[src/rtl/dmem_pkg.sv]
// Package: dmem_pkg
// Shared defaults and types for the data-memory bank read port.
//   DMEM_DATA_W : default word width in bits
//   DMEM_ADDR_W : default address width in bits
//   dmem_word_t : one data word at the default width
//   rd_state_e  : state of the registered read-output stage (exported for debug)
package dmem_pkg;
  localparam int DMEM_DATA_W = 16;
  localparam int DMEM_ADDR_W = 4;

  typedef logic [DMEM_DATA_W-1:0] dmem_word_t;

  // RD_EMPTY: output register holds nothing; RD_FULL: holds a completed read.
  typedef enum logic {
    RD_EMPTY = 1'b0,
    RD_FULL  = 1'b1
  } rd_state_e;
endpackage

[src/rtl/dmem_bank_rdport_if.sv]
// Interface: dmem_bank_rdport_if
// Bundles the write port and the valid/ready read port of the data-memory bank.
//   wr_en/wr_addr/wr_data : write strobe, address, data (never stalls)
//   rd_req/rd_addr        : read request and address
//   rd_rdy                : bank can accept a read this cycle
//   rd_valid/rd_data/rd_err : completed read held in the output register
//   rd_ack                : consumer takes the held result this cycle
// Handshake: a read is accepted on a rising edge where rd_req && rd_rdy.
// A result is consumed on a rising edge where rd_valid && rd_ack; while
// rd_valid is high and rd_ack is low, rd_data/rd_err are held stable and
// rd_rdy is low. rd_ack with rd_valid low has no effect.
// Modports: master = load/store unit side, slave = memory bank side.
interface dmem_bank_rdport_if
  import dmem_pkg::*;
#(
  parameter int DATA_W = DMEM_DATA_W,
  parameter int ADDR_W = DMEM_ADDR_W
);
  logic              wr_en;
  logic [ADDR_W-1:0] wr_addr;
  logic [DATA_W-1:0] wr_data;
  logic              rd_req;
  logic [ADDR_W-1:0] rd_addr;
  logic              rd_rdy;
  logic              rd_valid;
  logic [DATA_W-1:0] rd_data;
  logic              rd_err;
  logic              rd_ack;

  modport master (
    output wr_en, wr_addr, wr_data, rd_req, rd_addr, rd_ack,
    input  rd_rdy, rd_valid, rd_data, rd_err
  );

  modport slave (
    input  wr_en, wr_addr, wr_data, rd_req, rd_addr, rd_ack,
    output rd_rdy, rd_valid, rd_data, rd_err
  );
endinterface

[src/rtl/dmem_rd_mux.sv]
// Module: dmem_rd_mux
// Combinational DEPTH:1 word select for the bank read path.
//   words : storage array (DEPTH words of DATA_W bits)
//   addr  : read address
//   word  : selected word, or zero when addr >= DEPTH
//   oor   : addr is outside the implemented words
module dmem_rd_mux #(
  parameter int DATA_W = 16,
  parameter int ADDR_W = 4,
  parameter int DEPTH  = 16
) (
  input  logic [DATA_W-1:0] words [DEPTH],
  input  logic [ADDR_W-1:0] addr,
  output logic [DATA_W-1:0] word,
  output logic              oor
);
  // Compare against each index rather than indexing directly so that a
  // DEPTH that is not a power of two never reads past the array.
  always_comb begin
    word = '0;
    oor  = (int'(addr) >= DEPTH);
    for (int i = 0; i < DEPTH; i++) begin
      if (int'(addr) == i) word = words[i];
    end
  end
endmodule

[src/rtl/dmem_bank_rdport.sv]
// Module: dmem_bank_rdport
// Parametrised data-memory bank (DEPTH x DATA_W) with one write port and one
// registered, valid/ready-handshaked read port with 1-cycle latency.
//   clk       : rising-edge clock
//   rst       : synchronous active-high reset (clears all words to RST_VAL,
//               drops any held read result)
//   bus       : dmem_bank_rdport_if.slave (write port + read handshake)
//   dbg_state : current state of the read-output register
// Build option: define DMEM_RD_BYPASS_EN to forward same-cycle write data to
// a read of the same address; otherwise the read sees the pre-write word.
module dmem_bank_rdport
  import dmem_pkg::*;
#(
  parameter int                DATA_W  = DMEM_DATA_W,
  parameter int                ADDR_W  = DMEM_ADDR_W,
  parameter int                DEPTH   = 16,
  parameter logic [DATA_W-1:0] RST_VAL = '0
) (
  input  logic                 clk,
  input  logic                 rst,
  dmem_bank_rdport_if.slave    bus,
  output rd_state_e            dbg_state
);
  logic [DATA_W-1:0] mem [DEPTH];
  logic [DATA_W-1:0] rd_word;
  logic [DATA_W-1:0] rd_next;
  logic              rd_oor;
  logic [DATA_W-1:0] data_q;
  logic              err_q;
  rd_state_e         state;
  logic              accept;

  // Storage: out-of-range writes are dropped.
  always_ff @(posedge clk) begin
    if (rst) begin
      for (int i = 0; i < DEPTH; i++) mem[i] <= RST_VAL;
    end else if (bus.wr_en && int'(bus.wr_addr) < DEPTH) begin
      for (int i = 0; i < DEPTH; i++) begin
        if (int'(bus.wr_addr) == i) mem[i] <= bus.wr_data;
      end
    end
  end

  dmem_rd_mux #(
    .DATA_W (DATA_W),
    .ADDR_W (ADDR_W),
    .DEPTH  (DEPTH)
  ) u_rd_mux (
    .words (mem),
    .addr  (bus.rd_addr),
    .word  (rd_word),
    .oor   (rd_oor)
  );

  // Same-cycle write/read collision handling.
  always_comb begin
    rd_next = rd_word;
`ifdef DMEM_RD_BYPASS_EN
    if (bus.wr_en && !rd_oor && bus.wr_addr == bus.rd_addr) rd_next = bus.wr_data;
`endif
  end

  assign bus.rd_rdy = (state == RD_EMPTY) || bus.rd_ack;
  assign accept     = bus.rd_req && bus.rd_rdy;

  // Output register: a held result is only replaced or dropped when acked.
  always_ff @(posedge clk) begin
    if (rst) begin
      state  <= RD_EMPTY;
      data_q <= '0;
      err_q  <= 1'b0;
    end else begin
      case (state)
        RD_EMPTY: begin
          if (accept) begin
            state  <= RD_FULL;
            data_q <= rd_next;
            err_q  <= rd_oor;
          end
        end
        RD_FULL: begin
          if (bus.rd_ack) begin
            if (accept) begin
              data_q <= rd_next;
              err_q  <= rd_oor;
            end else begin
              state <= RD_EMPTY;
            end
          end
        end
        default: state <= RD_EMPTY;
      endcase
    end
  end

  assign bus.rd_valid = (state == RD_FULL);
  assign bus.rd_data  = data_q;
  assign bus.rd_err   = err_q;
  assign dbg_state    = state;
endmodule

[src/flat_wrapper.sv]
// flat-port wrapper written by rule: the top's interface ports become plain ports
module dmem_bank_rdport_flat import dmem_pkg::*;
#(
  parameter int                DATA_W  = DMEM_DATA_W,
  parameter int                ADDR_W  = DMEM_ADDR_W,
  parameter int                DEPTH   = 16,
  parameter logic [DATA_W-1:0] RST_VAL = '0
)
  (clk, rst, dbg_state, bus_wr_en, bus_wr_addr, bus_wr_data, bus_rd_req, bus_rd_addr, bus_rd_ack, bus_rd_rdy, bus_rd_valid, bus_rd_data, bus_rd_err);
  dmem_bank_rdport_if #(.DATA_W(DATA_W), .ADDR_W(ADDR_W)) bus_i ();
  input  logic clk;
  input  logic rst;
  output rd_state_e dbg_state;
  input wire logic [$bits(bus_i.wr_en)-1:0] bus_wr_en;
  input wire logic [$bits(bus_i.wr_addr)-1:0] bus_wr_addr;
  input wire logic [$bits(bus_i.wr_data)-1:0] bus_wr_data;
  input wire logic [$bits(bus_i.rd_req)-1:0] bus_rd_req;
  input wire logic [$bits(bus_i.rd_addr)-1:0] bus_rd_addr;
  input wire logic [$bits(bus_i.rd_ack)-1:0] bus_rd_ack;
  output wire logic [$bits(bus_i.rd_rdy)-1:0] bus_rd_rdy;
  output wire logic [$bits(bus_i.rd_valid)-1:0] bus_rd_valid;
  output wire logic [$bits(bus_i.rd_data)-1:0] bus_rd_data;
  output wire logic [$bits(bus_i.rd_err)-1:0] bus_rd_err;
  assign bus_i.wr_en = bus_wr_en;
  assign bus_i.wr_addr = bus_wr_addr;
  assign bus_i.wr_data = bus_wr_data;
  assign bus_i.rd_req = bus_rd_req;
  assign bus_i.rd_addr = bus_rd_addr;
  assign bus_i.rd_ack = bus_rd_ack;
  assign bus_rd_rdy = bus_i.rd_rdy;
  assign bus_rd_valid = bus_i.rd_valid;
  assign bus_rd_data = bus_i.rd_data;
  assign bus_rd_err = bus_i.rd_err;
  dmem_bank_rdport #(.DATA_W(DATA_W), .ADDR_W(ADDR_W), .DEPTH(DEPTH), .RST_VAL(RST_VAL)) u_core (.clk(clk), .rst(rst), .bus(bus_i), .dbg_state(dbg_state));
endmodule
[config.mk]
export PLATFORM = sky130hd
export DESIGN_NAME = dmem_bank_rdport_flat
export DESIGN_NICKNAME = d
export VERILOG_FILES = /design/src/rtl/dmem_pkg.sv /design/src/rtl/dmem_bank_rdport_if.sv /design/src/rtl/dmem_rd_mux.sv /design/src/rtl/dmem_bank_rdport.sv /design/src/flat_wrapper.sv
export SDC_FILE = /design/constraint.sdc
export NUM_CORES = 1
export LEC_CHECK = 0
export ABC_AREA = 1
export CORE_MARGIN = 2
export CORE_UTILIZATION = 35
export DETAILED_ROUTE_END_ITERATION = 10
export PLACE_DENSITY_LB_ADDON = 0.15
export SETUP_SLACK_MARGIN = 0.1
export SKIP_LAST_GASP = 1
export SYNTH_ARGS = -nofsm -noshare
export SYNTH_HDL_FRONTEND = slang
export SYNTH_SLANG_ARGS = --single-unit
[constraint.sdc]
create_clock -name clk -period 2.9 [get_ports clk]
set_input_delay 0.58 -clock clk [delete_from_list [all_inputs] [get_ports clk]]
set_output_delay 0.58 -clock clk [all_outputs]
set_load 0.05 [all_outputs]
==> results_dict.tcl <==
set metrics [dict create \
    routed_via_density 4.98 \
    initial_core_util 0.355 \
    fp.dieH_um 185 \
    first_global_vias 10400 \
    placed_cells 2175 \
    drive_gt1_frac 0.0951 \
    status "completed" \
    max_stage_delay_ps 810 \
    cts.sinks 273 \
    h-tree-depth 1 \
    worst_pin_slew_ps 944 \
    track_usage 0.238 \
    avgSynthCellArea_um2 6.80 \
    antenna_cells 0 \
    cp_common_cell "clkdlybuf4s50_1" \
    core-area_um2 32500 \
    clock_latency_ps 570 \
    root_buffer "clkbuf_16" \
    n_fill_cell 3395 \
    cts_setup_buffers 0 \
    crit_fanout 3 \
    ioPinCount 49 \
    antenna_found_initial 0 \
    ys_seq_elements 273 \
    crit_buf_inv 3 \
    hold_ws_ps 443 \
    reg2regPathDepth 13 \
    dr.pass1.iters 5 \
    portBuffers 47 \
    dieArea_um2 34400 \
    avgRoutedWirePerCell_um 18.0 \
    gr-total-overflow 0 \
    p_per_area_nw_per_um2 602 \
    drc_errors 0 \
    wl_um 40200 \
    critical-path-top-delay-family "buffers and inverters" \
    synth_fp_nets 1723 \
    cts_buffers 30 \
    rsz0062_at_grt "false" \
    syn-cell-area_um2 11500 \
    postRouteAntennaNets 0 \
    hp-class "reg2reg" \
    routabilityCongestion 0.860 \
    ir_drop_uv 439 \
    p_leak_nw 5.78 \
    hpwl_um 27400 \
    period_minus_slack_ps 2560 \
    final_nets 1794 \
    cts.clk_slew.worst_paths_ps 60 \
    critPathKind "in2out" \
    yosysSeqAreaShare 0.474 \
    drt_iter0_drc 921 \
    fin_skew_ps 10.3 \
    layout_worst_path_cycle_share 0.883 \
    ctsHoldBuffers 0 \
    cap_violations 0 \
    rows 66 \
    worstPathArrival_ps 1980 \
    synth_cell_type_count 23 \
    slew_viol_final 0 \
    area_growth_syn_to_layout_pct 21.0 \
    startpoint_type "input pin" \
    vias 11100 \
    syn_inst 1694 \
    cpMaxStageDelayCell "clkdlybuf4s50_1" \
    hp-start "u_core.mem[251]" \
    slew-limit-headroom 0.368 \
    path_depth 4 \
    path_cells "clkdlybuf4s50_1, inv_1, nand2_1, clkdlybuf4s50_1" \
    seqCellArea_um2 5470 \
    whs_path_depth 2 \
    grt_pass1_wl_um 62300 \
    tritoncts "yes" \
    cts_resized 0 \
    worstSetupEndpointType "output pin" \
    finalSetupViolCount 0 \
    max_freq_mhz 391 \
    hold_viol 0 \
    crit-reg2reg-launch "u_core.mem[222]" \
    grt_max_degree 63 \
    cp_data_required_time_ps 2320 \
    yosysWarningCount 0 \
    die_w_um 185 \
    finalPower_mw 8.40 \
    final_cells 2230 \
    cts.path.max_buffers 3 \
    crit_start "bus_rd_ack" \
    multi_input_area_um2 5200 \
]
## Yosys cell counts
cell type / count / share of area
nor2_1: 499 / 0.16
dfxtp_1: 273 / 0.47
o21ai_0: 260 / 0.11
nand2_1: 233 / 0.076
a21oi_1: 107 / 0.046
inv_1: 105 / 0.034
clkbuf_1: 85 / 0.028
nand4_1: 39 / 0.021
nand3_1: 35 / 0.015
buf_2: 12 / 0.0052
nor2_2: 9 / 0.0049
clkinv_1: 6 / 0.0020
inv_2: 6 / 0.0020
nand2_2: 4 / 0.0022
nor3_1: 4 / 0.0017
buf_4: 3 / 0.0020
nor3_2: 3 / 0.0026
o21ai_1: 3 / 0.0013
or2_2: 3 / 0.0016
buf_6: 2 / 0.0020
conb_1: 1 / 0.00033
nand2_4: 1 / 0.00098
nor2_4: 1 / 0.00098
## sequential cells by signal, indices dropped and copies added (netlist names)
signal and cells:
u_core.bus.rd_data 16, u_core.bus.rd_valid 1, u_core.mem 256
## where the power goes
group          internal [mW]  switching [mW]  leakage (nW)
Combinational          0.207           0.444          3.07
Sequential              3.84          0.0460          2.21
Clock                   2.30            1.56         0.497
## logic make-up (layout without fill, tap and decap cells)
kind of cell / after synthesis / after routing / synth area share
buf+inv: 219 / 313 / 0.0749
flops: 273 / 273 / 0.474
other cells: 1 / 1 / 0.000325
simple gates: 831 / 831 / 0.290
compound gates: 370 / 370 / 0.161
## placed cells by master (no fill, tap or decap)
master           synthesis  routed
inv_6                    0       1
nand3_1                 35      35
nor2_1                 499     499
clkinv_1                 6       6
nor2_2                   9       9
nand2_1                233     233
clkdlybuf4s50_1          0      47
nand4_1                 39      39
inv_2                    6       6
nor3_1                   4       3
nor3_2                   3       4
clkbuf_16                0      31
dfxtp_1                273     273
or2_2                    3       3
clkbuf_8                 0       7
nand2_4                  1       1
buf_12                   0       9
buf_4                    3      85
o21ai_1                  3       3
inv_1                  105     104
nand2_2                  4       4
clkbuf_1                85       8
o21ai_0                260     260
conb_1                   1       1
clkinv_2                 0       7
bufinv_16                0       2
a21oi_1                107     107
nor2_4                   1       1
## layer usage
metal	GRT usage	vias up	part of all wire
met5	0	-	0
met4	0.0762	0	0.032
met3	0.0350	66	0.050
met2	0.384	302	0.45
met1	0.326	5185	0.46
li1	-	5550	-
## worst min-delay path, cell delays in order (launching register included)
cell and delay, ps:
dfxtp_1 310, inv_1 50, a21oi_1 50
## layout make-up
type                    instances  area share
repair buffers                141      0.0924
flip-flops and latches        273       0.392
clock inverters                 9     0.00682
clock buffers                  46      0.0647
inverters                     117      0.0318
well taps                     442      0.0396
multi-input cells            1202       0.373
## final timing paths
kind                       endpoint  slack (ps)
max                      bus_rd_rdy         340
min                 u_core.mem[251]         440
max reg2reg  u_core.bus.rd_data[14]        1140
min reg2reg         u_core.mem[251]         440
## through the flow
step / worst slack [ps] / util / setup TNS, ps / cell area [um2]
6_report: 340 / 0.430 / 0 / 13900
5_1_grt: 285 / 0.430 / 0 / 13900
4_1_cts: 341 / 0.430 / 0 / 13900
3_5_place_dp: -106 / 0.399 / -311 / 13000
3_3_place_gp: -84.4 / 0.399 / -131 / 13000
2_1_floorplan: 882 / - / 0 / 11500
Power figures use the tool's default switching activity.
